--- src/rtl/transpose_unskew.sv ---
// transpose_unskew: rotates diagonally skewed PE read lanes back into row order and buffers rows in a small FIFO.
// Latency: in_val at t -> out_val at t+READ_LATENCY+1 (t+READ_LATENCY+2 when UNSKEW_ROT_PIPE_EN is defined).
// Backpressure: none upstream; a beat meeting a full FIFO with no same-cycle pop is dropped and sets sticky overflow.

// unskew_fifo: generic circular buffer with occupancy count.
// Latency: a push is visible at o_dat the cycle after the write edge.
// Backpressure: caller must not push when full without a same-cycle pop, nor pop when empty.
module unskew_fifo #(
  parameter int W     = 8,
  parameter int DEPTH = 4
) (
  input  logic                   clk,
  input  logic                   rst,
  input  logic                   i_push,
  input  logic [W-1:0]           i_dat,
  input  logic                   i_pop,
  output logic [W-1:0]           o_dat,
  output logic [$clog2(DEPTH):0] o_level
);
  localparam int AW = $clog2(DEPTH);

  logic [W-1:0]  r_mem [DEPTH];
  logic [AW-1:0] r_wr_ptr;
  logic [AW-1:0] r_rd_ptr;
  logic [AW:0]   r_level;

  // Storage array; contents are never read while empty, so no reset needed.
  always_ff @(posedge clk) begin
    if (i_push) r_mem[r_wr_ptr] <= i_dat;
  end

  // Pointers wrap naturally (DEPTH is a power of two); level counts push minus pop.
  always_ff @(posedge clk) begin
    if (rst) begin
      r_wr_ptr <= '0;
      r_rd_ptr <= '0;
      r_level  <= '0;
    end else begin
      if (i_push) r_wr_ptr <= r_wr_ptr + 1'b1;
      if (i_pop)  r_rd_ptr <= r_rd_ptr + 1'b1;
      case ({i_push, i_pop})
        2'b10:   r_level <= r_level + 1'b1;
        2'b01:   r_level <= r_level - 1'b1;
        default: r_level <= r_level;
      endcase
    end
  end

  assign o_dat   = r_mem[r_rd_ptr];
  assign o_level = r_level;
endmodule

// transpose_unskew top. Optional register stage between rotator and FIFO: macro UNSKEW_ROT_PIPE_EN.
module transpose_unskew #(
  parameter int DATA_WIDTH   = 64,
  parameter int NUM_PE       = 8,
  parameter int READ_LATENCY = 1,
  parameter int FIFO_DEPTH   = 4
) (
  input  logic                             clk,
  input  logic                             rst,
  input  logic                             in_val,
  input  logic [NUM_PE*DATA_WIDTH-1:0]     rd_data,
  output logic                             out_val,
  input  logic                             out_ready,
  output logic [NUM_PE*DATA_WIDTH-1:0]     out_data,
  output logic                             out_last,
  output logic [$clog2(NUM_PE)-1:0]        out_row,
  output logic                             overflow,
  output logic [$clog2(FIFO_DEPTH):0]      fifo_level
);
  localparam int RW = $clog2(NUM_PE);
  localparam int PW = NUM_PE * DATA_WIDTH;
  localparam int LW = $clog2(FIFO_DEPTH) + 1;

  typedef struct packed {
    logic          last;
    logic [RW-1:0] row;
    logic [PW-1:0] data;
  } beat_t;

  logic [READ_LATENCY-1:0] r_val_sr;
  logic                    w_cap_val;
  logic [RW-1:0]           r_row;
  beat_t                   w_rot_beat;
  beat_t                   w_wr_beat;
  logic                    w_wr_vld;
  beat_t                   w_head;
  logic [LW-1:0]           w_level;
  logic                    w_full;
  logic                    w_pop;
  logic                    w_push;
  logic                    w_drop;
  logic                    r_overflow;

  // Output lane j takes input lane (j + row) with the natural RW-bit wrap.
  function automatic logic [PW-1:0] unskew(input logic [PW-1:0] d, input logic [RW-1:0] r);
    logic [RW-1:0] k;
    unskew = '0;
    for (int j = 0; j < NUM_PE; j++) begin
      k = RW'(j) + r;
      unskew[j*DATA_WIDTH +: DATA_WIDTH] = d[k*DATA_WIDTH +: DATA_WIDTH];
    end
  endfunction

  // Delay in_val by the bank read latency so it lines up with rd_data.
  always_ff @(posedge clk) begin
    if (rst) begin
      r_val_sr <= '0;
    end else begin
      r_val_sr[0] <= in_val;
      for (int i = 1; i < READ_LATENCY; i++) r_val_sr[i] <= r_val_sr[i-1];
    end
  end

  assign w_cap_val = r_val_sr[READ_LATENCY-1];

  // Row counter advances on every captured beat, dropped or not, to keep tile alignment.
  always_ff @(posedge clk) begin
    if (rst)            r_row <= '0;
    else if (w_cap_val) r_row <= r_row + 1'b1;
  end

  // Rotate the captured word and tag it with its row position.
  always_comb begin
    w_rot_beat      = '0;
    w_rot_beat.data = unskew(rd_data, r_row);
    w_rot_beat.row  = r_row;
    w_rot_beat.last = (r_row == RW'(NUM_PE - 1));
  end

`ifdef UNSKEW_ROT_PIPE_EN
  logic  r_pipe_vld;
  beat_t r_pipe_beat;

  // Register stage after the rotator; drop decision is taken on its output.
  always_ff @(posedge clk) begin
    if (rst) begin
      r_pipe_vld  <= 1'b0;
      r_pipe_beat <= '0;
    end else begin
      r_pipe_vld <= w_cap_val;
      if (w_cap_val) r_pipe_beat <= w_rot_beat;
    end
  end

  assign w_wr_vld  = r_pipe_vld;
  assign w_wr_beat = r_pipe_beat;
`else
  assign w_wr_vld  = w_cap_val;
  assign w_wr_beat = w_rot_beat;
`endif

  // A full FIFO still accepts a beat when the head leaves in the same cycle.
  assign w_full = (w_level == LW'(FIFO_DEPTH));
  assign w_pop  = out_val && out_ready;
  assign w_push = w_wr_vld && (!w_full || w_pop);
  assign w_drop = w_wr_vld && w_full && !w_pop;

  unskew_fifo #(
    .W     ($bits(beat_t)),
    .DEPTH (FIFO_DEPTH)
  ) u_fifo (
    .clk     (clk),
    .rst     (rst),
    .i_push  (w_push),
    .i_dat   (w_wr_beat),
    .i_pop   (w_pop),
    .o_dat   (w_head),
    .o_level (w_level)
  );

  // Sticky overflow: set on any dropped beat, cleared only by reset.
  always_ff @(posedge clk) begin
    if (rst)         r_overflow <= 1'b0;
    else if (w_drop) r_overflow <= 1'b1;
  end

  // Outputs are forced to zero while empty so stale memory never leaks out.
  assign out_val    = (w_level != '0);
  assign out_data   = out_val ? w_head.data : '0;
  assign out_row    = out_val ? w_head.row  : '0;
  assign out_last   = out_val ? w_head.last : 1'b0;
  assign overflow   = r_overflow;
  assign fifo_level = w_level;
endmodule

--- config.mk ---
export PLATFORM = sky130hd
export DESIGN_NAME = transpose_unskew
export DESIGN_NICKNAME = d
export VERILOG_FILES = /design/src/rtl/transpose_unskew.sv
export SDC_FILE = /design/constraint.sdc
export NUM_CORES = 2
export LEC_CHECK = 0
export ABC_AREA = 1
export ABC_CLOCK_PERIOD_IN_PS = 49000
export CAP_MARGIN = 10
export CORE_MARGIN = 2
export CORE_UTILIZATION = 40
export CTS_CLUSTER_DIAMETER = 150
export DETAILED_ROUTE_END_ITERATION = 12
export SLEW_MARGIN = 30
export SYNTH_ARGS = -nofsm -noshare
export SYNTH_HDL_FRONTEND = slang
export SYNTH_SLANG_ARGS = --single-unit
--- constraint.sdc ---
create_clock -name clk -period 49 [get_ports clk]
set_clock_uncertainty 0.2 [all_clocks]
set_input_delay 12.25 -clock clk [delete_from_list [all_inputs] [get_ports clk]]
set_output_delay 12.25 -clock clk [all_outputs]
set_load 0.02 [all_outputs]
== After elaboration in Yosys (flattened, before gate mapping) ==
Memory sizes are Yosys's and may differ from the RTL's. A register that Yosys moved wholly into a read port is not among the register bits.
Cells that the tools add are included.

* Memories kept: 1
* Bits of input ports: 516
* Output and inout bits: 521
* Bits in writable memories: 2064
* Register bits: 12

{| class="wikitable"
|+ Memories
! name !! words !! width !! read ports !! clocked after Yosys merged registers in !! wr ports !! line !! text
|-
| u_fifo.r_mem || 4 || 516 || 1 || 1 || 1 || 22 || <nowiki>logic [W-1:0] r_mem [DEPTH];</nowiki>
|}

* Shift operators: 8
* Reductions and logical operators: 9
* Eq/ne operators: 4
* Add/subtract/negate cells: 11
* Muxes and demuxes: 8

{| class="wikitable"
|+ Operators by type and width
! operator !! count
|-
| $shiftx 512x10->64 || 8
|-
| $mux 512 || 1
|-
| $add 3x3->3 const A || 4
|-
| $add 2x3->3 const A || 2
|-
| $eq 3x3->1 const B || 2
|-
| $pmux 3 s2 || 1
|-
| $add 2x1->2 const B || 2
|-
| $logic_and 1x1->1 || 4
|-
| $mux 2 || 2
|-
| $add 1x3->3 const A || 1
|-
| $add 3x1->3 const B || 1
|-
| $mux 1 || 3
|-
| $mux 3 || 1
|-
| $reduce_bool 3->1 || 1
|-
| $sub 3x1->3 const B || 1
|-
| $eq 2x1->1 const B || 1
|-
| $eq 2x2->1 const B || 1
|-
| $logic_not 1->1 || 2
|-
| $reduce_bool 2->1 || 1
|-
| $logic_or 1x1->1 || 1
|}

== Depth between registers and ports, before layout ==
* Depth after elaboration: 6
* Gate-level depth with buffers: 13

== Cells and area by module ==
Synthesis repeated with hierarchy kept, for this count alone.

* Cell total of the unflattened synthesis: 10103
* Area total of the unflattened synthesis: 98779.7 um^2

{| class="wikitable"
|+ Modules (own cells, without submodules)
! module !! area each (um^2) !! cells an instance !! instances !! seq. area each (um^2)
|-
| unskew_fifo || 76438.3 || 5045 || 1 || 62159.6
|-
| transpose_unskew || 22341.4 || 5058 || 1 || 100.1
|}

== Least setup slack after synthesis ==
Ideal clock, no wire load.

* Path type: input -> register
* Start: in out_ready
* End: mem u_fifo.r_mem[0][0] (netlist bit) (enable)
* Cell stages on the path: 4
* Data required time: 47.390 ns
* Arrival time: 33.885 ns
* Path buffers: 0
* Slack: 13.505 ns
* Cell sequence: nor2_1 > nand2_1 > nand2_1 > nor2_1

* Longest elaborated chain between the ends: 5

{| class="wikitable"
|+ RTL lines
! what !! line !! text
|-
| from (decl) || 65 || <nowiki>input logic out_ready,</nowiki>
|-
| $logic_and 1x1->1 || 156 || <nowiki>assign w_pop = out_val && out_ready;</nowiki>
|-
| $logic_or 1x1->1 || 157 || <nowiki>assign w_push = w_wr_vld && (!w_full || w_pop);</nowiki>
|-
| $logic_and 1x1->1 || 157 ||
|-
| $mux 1 || 29 || <nowiki>if (i_push) r_mem[r_wr_ptr] <= i_dat;</nowiki>
|-
| $mux 1 (not written as such) || 29 ||
|-
| to (decl) || 22 ||
|}

Every way passes these cells.

==> metrics.txt <==
maximum clock frequency ~52 MHz; ANT nets after route 0; Clk pin slew, worst setup/hold paths roughly 0.06 ns; most common flop cell mapped by yosys edfxtp_1; Area contributors post-synth edfxtp_1 63%, nor2_1 8.0%, o21ai_0 5.9%, mux2i_1 5.2%, nand2_1 5.0%; Leakage around 41 nW; GRT overflow 0; placed instance count between 10,000 and 15,000; drt pass-1 iters 6; Syn Nets between 9,000 and 10,000; RSZ-0062 raised after global routing no; Final WS setup 29.68 ns; Rel. slew slack 0.233; post-synthesis mux area share 0.0524; CP bufs+invs 6; critical path's top delay family buffers and inverters; detailed-route DRC error count 0; routability-driven placement congestion ratio slightly below 1; R2R depth 7; Crit Path Class flop to output port; initial antenna violation count roughly 140; RR Startpoint r_val_sr; synthesized instance count 9,272; Root Buffer clkbuf_16; GRT Total Usage 0.346; Worst Hold Depth 2; crit path cell chain buf_12 -> buf_16 -> buf_12 -> buf_6 -> buf_4 -> nor2_1 -> nor2_1 -> o21ai_0 -> a21oi_1 -> clkdlybuf4s50_1; post-synthesis sequential area ratio 0.637; TritonCTS clock tree built; post-layout net count between 10,000 and 15,000; fin cells between 10,000 and 15,000; dpl ws slightly above 30 ns; Detailed Route Iter0 Violations between 9,000 and 10,000; Post-Synth Adder-Cell Area 0.00110; area delta synth->final 20.1%; Simple-Gate Fraction of Synth Area 0.146; status finished clean; Syn Area/Cell about 11 um^2; placeable core area about 240,000 um^2; Crit Path Max Fanout around 180; Worst VDD drop between 30 and 40 uV; IO buf count just over 1,000; setup slack, reg-to-reg 43.58 ns; Async S/R FF share, synth 0; Slew @ Worst Pin 1.14 ns; area share of the largest cell type after synthesis 0.634; largest family of logic cells by synthesized area simple AND/OR/NAND/NOR gates; Cell Pwr Density roughly 47 nW/um^2; Compound-Gate Fraction of Synth Area 0.126; Initial Utilization 0.402; Die Area between 200,000 and 250,000 um^2; synthesized area approximately 98,000 um^2; number of enable flip-flop cells after synthesis around 2,100; Worst Hold Class flop to flop; #FFs+latches synth slightly above 2,000; vias per cell approximately 5.7; clk sinks between 2,000 and 2,500; area share of xor/xnor cells in the synthesized design 0.000333; largest net degree at the start of global routing roughly 200; R2R Path End u_fifo.r_mem[3][239]; via count ~77,000; largest area contributor in the netlist edfxtp_1; first-pass GRT wire length a little under 600,000 um; WL/cell around 33 um; Slew Viols, Final 0; # rows about 180; WHS 0.264 ns; Worst Setup End Kind output port; Post-Route WL ~440,000 um; Die X between 400 and 500 um; max incr delay on CP between 0.9 and 1 ns; Synth Warn # 0; Critical Path Start Type flop; Tcrit/Tclk final 0.394; H-tree depth 4; cts repair resizes 0; MaxCap Viol Count 0; Ports 1,037; vias in the first global route 70,200; final setup vio count 0; postcts setup bufs 0; clk buf depth 3; Critical Path RT between 30 and 40 ns; count leader, synth nor2_1; Final Hold Vio Count 0; setup TNS 0 ns; Hold Startpoint u_fifo.r_rd_ptr[1]; HPWL Detailed approximately 320,000 um; Commonest cells post-synth 2,078 x nor2_1, 2,064 x edfxtp_1, 1,294 x nand2_1, 1,151 x o21ai_0, 525 x a21oi_1; Netlist cell types 27; die height about 500 um; CTS Buf Count about 220; post-route minimum period between 15 and 20 ns; layout cell share with drive strength beyond 1 0.0858; Crit path arrival time just under 7 ns; slowest cell on the critical path dfxtp_4; Final Util 0.483; cts hold-fix bufs 0; worst-skew pair later-pin latency between 0.8 and 0.9 ns
layout make-up:
| cell class | count | area [um^2] |
|---|---|---|
| inverters | 26 | 173 |
| repair buffers | 1172 | 11800 |
| flip-flops and latches | 2078 | 62300 |
| clock inverters | 133 | 1230 |
| well taps | 3202 | 4010 |
| clock buffers | 270 | 5760 |
| multi-input cells | 6486 | 32000 |
| fillers | 22000 | 126000 |
| diodes | 84 | 210 |
layer usage:
metal / global-route usage / up-vias / routed length [um] / part of all wire
met5: 0 / - / 358 / 0.00081
met2: 0.531 / 4042 / 199000 / 0.45
met1: 0.411 / 38000 / 161000 / 0.36
met3: 0.0969 / 856 / 44700 / 0.10
met4: 0.265 / 54 / 39600 / 0.089
li1: - / 34000 / - / -
stage by stage:
step,power [W],area [um^2]
global route,0.00571,117000
detailed placement,0.00393,110000
floorplan,0.00307,97800
global placement,0.00392,110000
finish,0.00556,117000
CTS,0.00555,117000
tightest hold or removal path, cell delays in order (launching register included):
cell and delay (ns):
dfxtp_1 0.32, inv_1 0.05, a21oi_1 0.06
registers in the layout (all words and copies together), names as in the netlist, named ones only:
register	flops
overflow	1
u_fifo.r_mem	2064
r_row	3
u_fifo.r_wr_ptr	2
u_fifo.r_rd_ptr	2
u_fifo.o_level	3
r_val_sr	1
cells in the final DEF, fill, tap and decap left out, drive strengths merged:
cell type,netlist,layout
clkinv,1,106
nand2,1294,1294
nor2,2078,2078
buf,415,136
ha,7,7
inv,25,29
bufinv,0,15
xor2,1,1
clkinvlp,0,9
clkdlybuf4s50,0,1036
or2,256,256
a21oi,525,525
o21ai,1805,1805
xnor2,1,1
nand3,5,5
o21a,1,1
edfxtp,2064,2064
mux2i,512,512
clkbuf,267,270
dfxtp,14,14
diode,0,84
fa,1,1
cells by family (layout without fill, tap and decap cells):
family | after synthesis | after routing
mux | 512 | 512
xor+xnor | 2 | 2
fa+ha+maj | 8 | 8
other cells | 0 | 84
flops | 2078 | 2078
simple gates | 3633 | 3633
buf+inv | 708 | 1601
compound gates | 2331 | 2331
where the power goes:
group	leakage (nW)	switching (W)	internal, W
clock network	3.40	0.000719	0.000914
logic	19.3	0.00127	0.000525
registers	18.8	0.0000240	0.00211
worst max path at each step:
| stage | depth (start not counted) | end | slack, ns | from |
|---|---|---|---|---|
| CTS | 9 | out_data[72] | 29.58 | flop |
| global placement | 9 | out_data[72] | 30.57 | flop |
| global route | 10 | out_data[84] | 29.44 | flop |
| floorplan | 4 | u_fifo.r_mem[0][0] | 13.50 | out_ready |
| finish | 10 | out_data[80] | 29.68 | flop |
| detailed placement | 9 | out_data[72] | 30.56 | flop |
Note: power is estimated with default switching activity, not from simulation.
